## config.mk

```make
export PLATFORM = sky130hd
export DESIGN_NAME = ad9122_cfg_seq
export DESIGN_NICKNAME = d
export VERILOG_FILES = /design/src/rtl/ad9122_cfg_seq.sv
export SDC_FILE = /design/constraint.sdc
export NUM_CORES = 1
export LEC_CHECK = 0
export ABC_AREA = 1
export CAP_MARGIN = 0
export CORE_UTILIZATION = 42
export DETAILED_ROUTE_END_ITERATION = 12
export PLACE_DENSITY = 0.73
export SYNTH_ARGS = -nofsm -noshare
export SYNTH_HDL_FRONTEND = slang
export SYNTH_SLANG_ARGS = --single-unit
export TNS_END_PERCENT = 100
```

## constraint.sdc

```tcl
create_clock -name clk -period 3.9 [get_ports clk]
set_input_delay 0.78 -clock clk [delete_from_list [all_inputs] [get_ports clk]]
set_output_delay 0.78 -clock clk [all_outputs]
set_load 0.02 [all_outputs]
```

## src/rtl/ad9122_cfg_seq.sv

```systemverilog
// AD9122 power-up / reconfiguration sequencer.
// Walks the register table over SPI, with verify readback and bounded retry.
module ad9122_cfg_seq #(
  parameter int NUM_REGS  = 32,
  parameter int IDX_W     = 5,
  parameter int MAX_RETRY = 3,
  parameter int TIMEOUT   = 1023,
  parameter int GAP_CYC   = 4
) (
  input  logic             clk,
  input  logic             rstn,
  input  logic             start,
  output logic [IDX_W-1:0] tbl_idx,
  input  logic [16:0]      tbl_data,
  output logic [7:0]       spi_addr,
  output logic [7:0]       spi_wdata,
  output logic             spi_write_req,
  output logic             spi_read_req,
  input  logic [7:0]       spi_rdata,
  input  logic             spi_done,
  output logic             busy,
  output logic             cfg_done,
  output logic             cfg_err,
  output logic [IDX_W-1:0] err_idx,
  output logic [7:0]       err_rdata
);

  localparam int TW = $clog2(TIMEOUT + 1);
  localparam int GW = $clog2(GAP_CYC + 1);
  localparam int RW = (MAX_RETRY > 0) ? $clog2(MAX_RETRY + 1) : 1;

  typedef enum logic [3:0] {
    S_IDLE, S_FETCH, S_WR, S_WR_WAIT, S_RD,
    S_RD_WAIT, S_CHECK, S_GAP, S_DONE, S_ERR
  } state_t;

  state_t state_q, state_d;

  logic [TW-1:0] tcnt;
  logic [GW-1:0] gcnt;
  logic [RW-1:0] retry;
  logic [7:0]    rdbk;
  logic          vfy;
  logic          rpend;

  logic tmo_hit, gap_last, last_idx, match, can_retry;

  assign tmo_hit   = (tcnt == TW'(TIMEOUT));
  assign gap_last  = (gcnt == GW'(GAP_CYC - 1));
  assign last_idx  = (tbl_idx == IDX_W'(NUM_REGS - 1));
  assign match     = (rdbk == spi_wdata);
  assign can_retry = (retry < RW'(MAX_RETRY));

  always_comb begin
    state_d       = state_q;
    spi_write_req = 1'b0;
    spi_read_req  = 1'b0;
    unique case (state_q)
      S_IDLE:    if (start) state_d = S_FETCH;
      S_FETCH:   state_d = S_WR;
      S_WR: begin
        spi_write_req = 1'b1;
        state_d       = S_WR_WAIT;
      end
      S_WR_WAIT: begin
        if (spi_done)     state_d = vfy ? S_RD : S_GAP;
        else if (tmo_hit) state_d = S_ERR;
      end
      S_RD: begin
        spi_read_req = 1'b1;
        state_d      = S_RD_WAIT;
      end
      S_RD_WAIT: begin
        if (spi_done)     state_d = S_CHECK;
        else if (tmo_hit) state_d = S_ERR;
      end
      S_CHECK: begin
        if (match || can_retry) state_d = S_GAP;
        else                    state_d = S_ERR;
      end
      S_GAP: begin
        if (gap_last) begin
          if (rpend)         state_d = S_WR;
          else if (last_idx) state_d = S_DONE;
          else               state_d = S_FETCH;
        end
      end
      S_DONE:    state_d = S_IDLE;
      S_ERR:     state_d = S_IDLE;
      default:   state_d = S_IDLE;
    endcase
  end

  always_ff @(posedge clk) begin
    if (!rstn) begin
      state_q   <= S_IDLE;
      tbl_idx   <= '0;
      spi_addr  <= '0;
      spi_wdata <= '0;
      busy      <= 1'b0;
      cfg_done  <= 1'b0;
      cfg_err   <= 1'b0;
      err_idx   <= '0;
      err_rdata <= '0;
      tcnt      <= '0;
      gcnt      <= '0;
      retry     <= '0;
      rdbk      <= '0;
      vfy       <= 1'b0;
      rpend     <= 1'b0;
    end else begin
      state_q <= state_d;
      unique case (state_q)
        S_IDLE: begin
          if (start) begin
            tbl_idx  <= '0;
            retry    <= '0;
            rpend    <= 1'b0;
            cfg_done <= 1'b0;
            cfg_err  <= 1'b0;
            busy     <= 1'b1;
          end
        end
        S_FETCH: begin
          spi_addr  <= tbl_data[15:8];
          spi_wdata <= tbl_data[7:0];
          vfy       <= tbl_data[16];
        end
        // readback is cleared per request so a timeout reports 0
        S_WR, S_RD: begin
          tcnt <= '0;
          rdbk <= '0;
        end
        S_WR_WAIT, S_RD_WAIT: begin
          if (spi_done && state_q == S_RD_WAIT) rdbk <= spi_rdata;
          if (!tmo_hit) tcnt <= tcnt + 1'b1;
        end
        S_CHECK: begin
          if (match) begin
            retry <= '0;
          end else if (can_retry) begin
            retry <= retry + 1'b1;
            rpend <= 1'b1;
          end
        end
        S_GAP: begin
          if (gap_last) begin
            gcnt  <= '0;
            rpend <= 1'b0;
            if (!rpend && !last_idx) tbl_idx <= tbl_idx + 1'b1;
          end else begin
            gcnt <= gcnt + 1'b1;
          end
        end
        S_DONE: begin
          cfg_done <= 1'b1;
          busy     <= 1'b0;
        end
        S_ERR: begin
          cfg_err   <= 1'b1;
          err_idx   <= tbl_idx;
          err_rdata <= rdbk;
          busy      <= 1'b0;
        end
        default: ;
      endcase
    end
  end

endmodule
```

==> metrics <==
worst hold margin=between 0.4 and 0.5 ns; VDD IR max=0.2405 mV; Mapped Nets=440; FILL cells=599; worst skew pair latency=0.34 ns; Crit path buffers/inverters=3; CTS Hold Bufs=0; Clock Root Buffer=clkbuf_8; DRC Markers=0; final antenna-violating net count=0; EDFF count, synth=0; total track usage=roughly 21%; Core ar.=0.006531 mm²; Mapped Cells=between 400 and 500; delay-heaviest family, CP=buffers and inverters; gpl congestion=0.8857; CTS Sinks=66; Async S/R FF share, synth=0%; utilization after layout=59.00%; post-route minimum period=~2.6 ns; setup violators final=0; unrepaired setup endpoints after global routing=no; Post-CTS Repair Setup Buffers=0; overall power=1.725 mW; Crit path depth=5; GR Overflow Total=0; Top FF cell, synth=dfxtp_1; initial drt markers=165; pre-CTS setup slack=1.676 ns; Boundary Pins=68; max_cap viols=0; largest net degree at the start of global routing=46; Clock Skew=around 0.0088 ns; Req. time, crit path=3.12 ns; H-tree depth=3; HP Class=reg2reg; hold path depth=2; Arrival @ worst endpoint=1.80 ns; Worst slew margin=approximately 60%; Synth top area share=45.34%; via-per-instance ratio=5.090; Synth area leader=dfxtp_1; initial antenna violation count=0; Worst setup SP type=flop; slowest CP cell=clkdlybuf4s50_1; nature of the critical path endpoint=primary output; Reg clk slew, reported paths=0.07 ns; power density cells=447.7 mW/mm²; Slew Viols, Final=0; Via Count=between 2k and 3k; R2R depth=10; Setup CP Type=reg2out; fin worst setup slack=1.319 ns; nets=between 500 and 600; fin area=0.003854 mm²; Period Utilization, post-route=66.18%; post-synthesis cell type count=31; Final Hold Viols=0; Syn-to-layout area delta=32.25%; final wirelength=about 7.1 mm; post-CTS sizing=0; Ys Warns=0; global-route wire length before repair=11.87 mm; vias in the first global route=2624; DR pass1 iterations=5; initial core utilization=roughly 45%; share of layout cells above drive strength 1=6.904%; placed insts=539; dominant cells by area after synthesis=dfxtp_1 45%, nand2_1 9.5%, nor2_1 8.2%; Area after DPL=roughly 0.0036 mm²; leakage dissipation=1.588 nW; Clock Path Buffers=2; Mean Syn Cell Area=roughly 7 µm²; PortBufs=67; fmax=~0.39 GHz; mapped cell area=about 0.0029 mm²; setup total negative slack=0 ns; TritonCTS clock tree=built; total CTS buffers=9; CP Max Fanout=4; Antenna Cells=0; Layout Cells excl Fill=555; row cnt=29; worst-margin pin slew=0.6204 ns; die area=0.007275 mm²; Die Wd=85.30 µm; Crit path largest cell delay=0.64 ns; die height=roughly 85 µm; #FFs+latches synth=66; WL/cell=12.80 µm; HPWL Detailed=4.978 mm; worst-path cell chain=inv_1 -> nor2_1 -> inv_1 -> nor2_1 -> clkdlybuf4s50_1; status=finished clean; register area share after synthesis=45.34%
path summary, 6_finish.rpt:
kind | to | start | slack (ns)
min reg2reg | cfg_done$_SDFFE_PN0P_ | cfg_done$_SDFFE_PN0P_ | 0.47
max | spi_read_req | state_q[2]$_SDFFE_PN0P_ | 1.32
min | cfg_done$_SDFFE_PN0P_ | cfg_done$_SDFFE_PN0P_ | 0.47
max reg2reg | tcnt[7]$_SDFFE_PN0P_ | state_q[3]$_SDFFE_PN0P_ | 1.90
synth_stat cells (4+ instances only):
master,number
inv_1,42
nand3_1,15
a21oi_1,38
nor3_1,7
o21ai_0,46
nor2_2,4
clkbuf_1,9
nand4_1,5
dfxtp_1,66
ha_1,5
nor2_1,64
nand2_1,74
worst min-delay path, delay by kind of cell, from the launching register on:
kind            cells  cell delay [ns]
compound gates      1             0.05
flops               1             0.31
simple gates        1             0.06
flip-flops by register name, summed over array words and instances, names as in the netlist, 4 cells and up:
signal,cells
tcnt,10
err_rdata,8
rdbk,8
spi_addr,8
spi_wdata,8
err_idx,5
tbl_idx,5
state_q,4
cells in the final DEF (no fill, tap or decap), types with 7 or more instances in the layout:
cell type | Yosys | final
nand2_1 | 74 | 74
clkdlybuf4s50_1 | 0 | 67
dfxtp_1 | 66 | 66
nor2_1 | 64 | 64
o21ai_0 | 46 | 46
inv_1 | 42 | 42
a21oi_1 | 38 | 38
nand3_1 | 15 | 15
clkbuf_8 | 0 | 9
nor3_1 | 7 | 7
kinds of logic after synthesis:
kind of cell / share of synthesized area [%]
buffers and inverters: 7.986
flip-flops: 45.34
XOR/XNOR: 1.503
adder cells (fa/ha/maj): 2.147
AO/OA/AOI/OAI: 17.09
AND/OR/NAND/NOR: 25.93
area by class of cell:
class                      instances  area (µm²)  area share, %
multi-input combinational        282        1360          35.29
inverter                          44       165.2          4.286
sequential                        66        1321          34.29
clock buffer                       9       123.9          3.214
timing repair buffer              70       693.2          17.99
clock inverter                     7       93.84          2.435
tap                               77       96.34          2.500
routing by layer:
metal  vias up  share of wire, %  global-route usage (%)
li1       1450                 -                       -
met1      1270                48                   28.11
met2        94                42                   29.55
met3        11               8.8                   7.296
met4         0               1.7                   8.636
met5         -                 0                       0
where the power goes:
part / switching [mW] / internal (mW)
Clock: 0.275 / 0.359
Sequential: 0.0420 / 0.721
Combinational: 0.190 / 0.139
Total: 0.507 / 1.22
(Power assumes the default switching activity.)
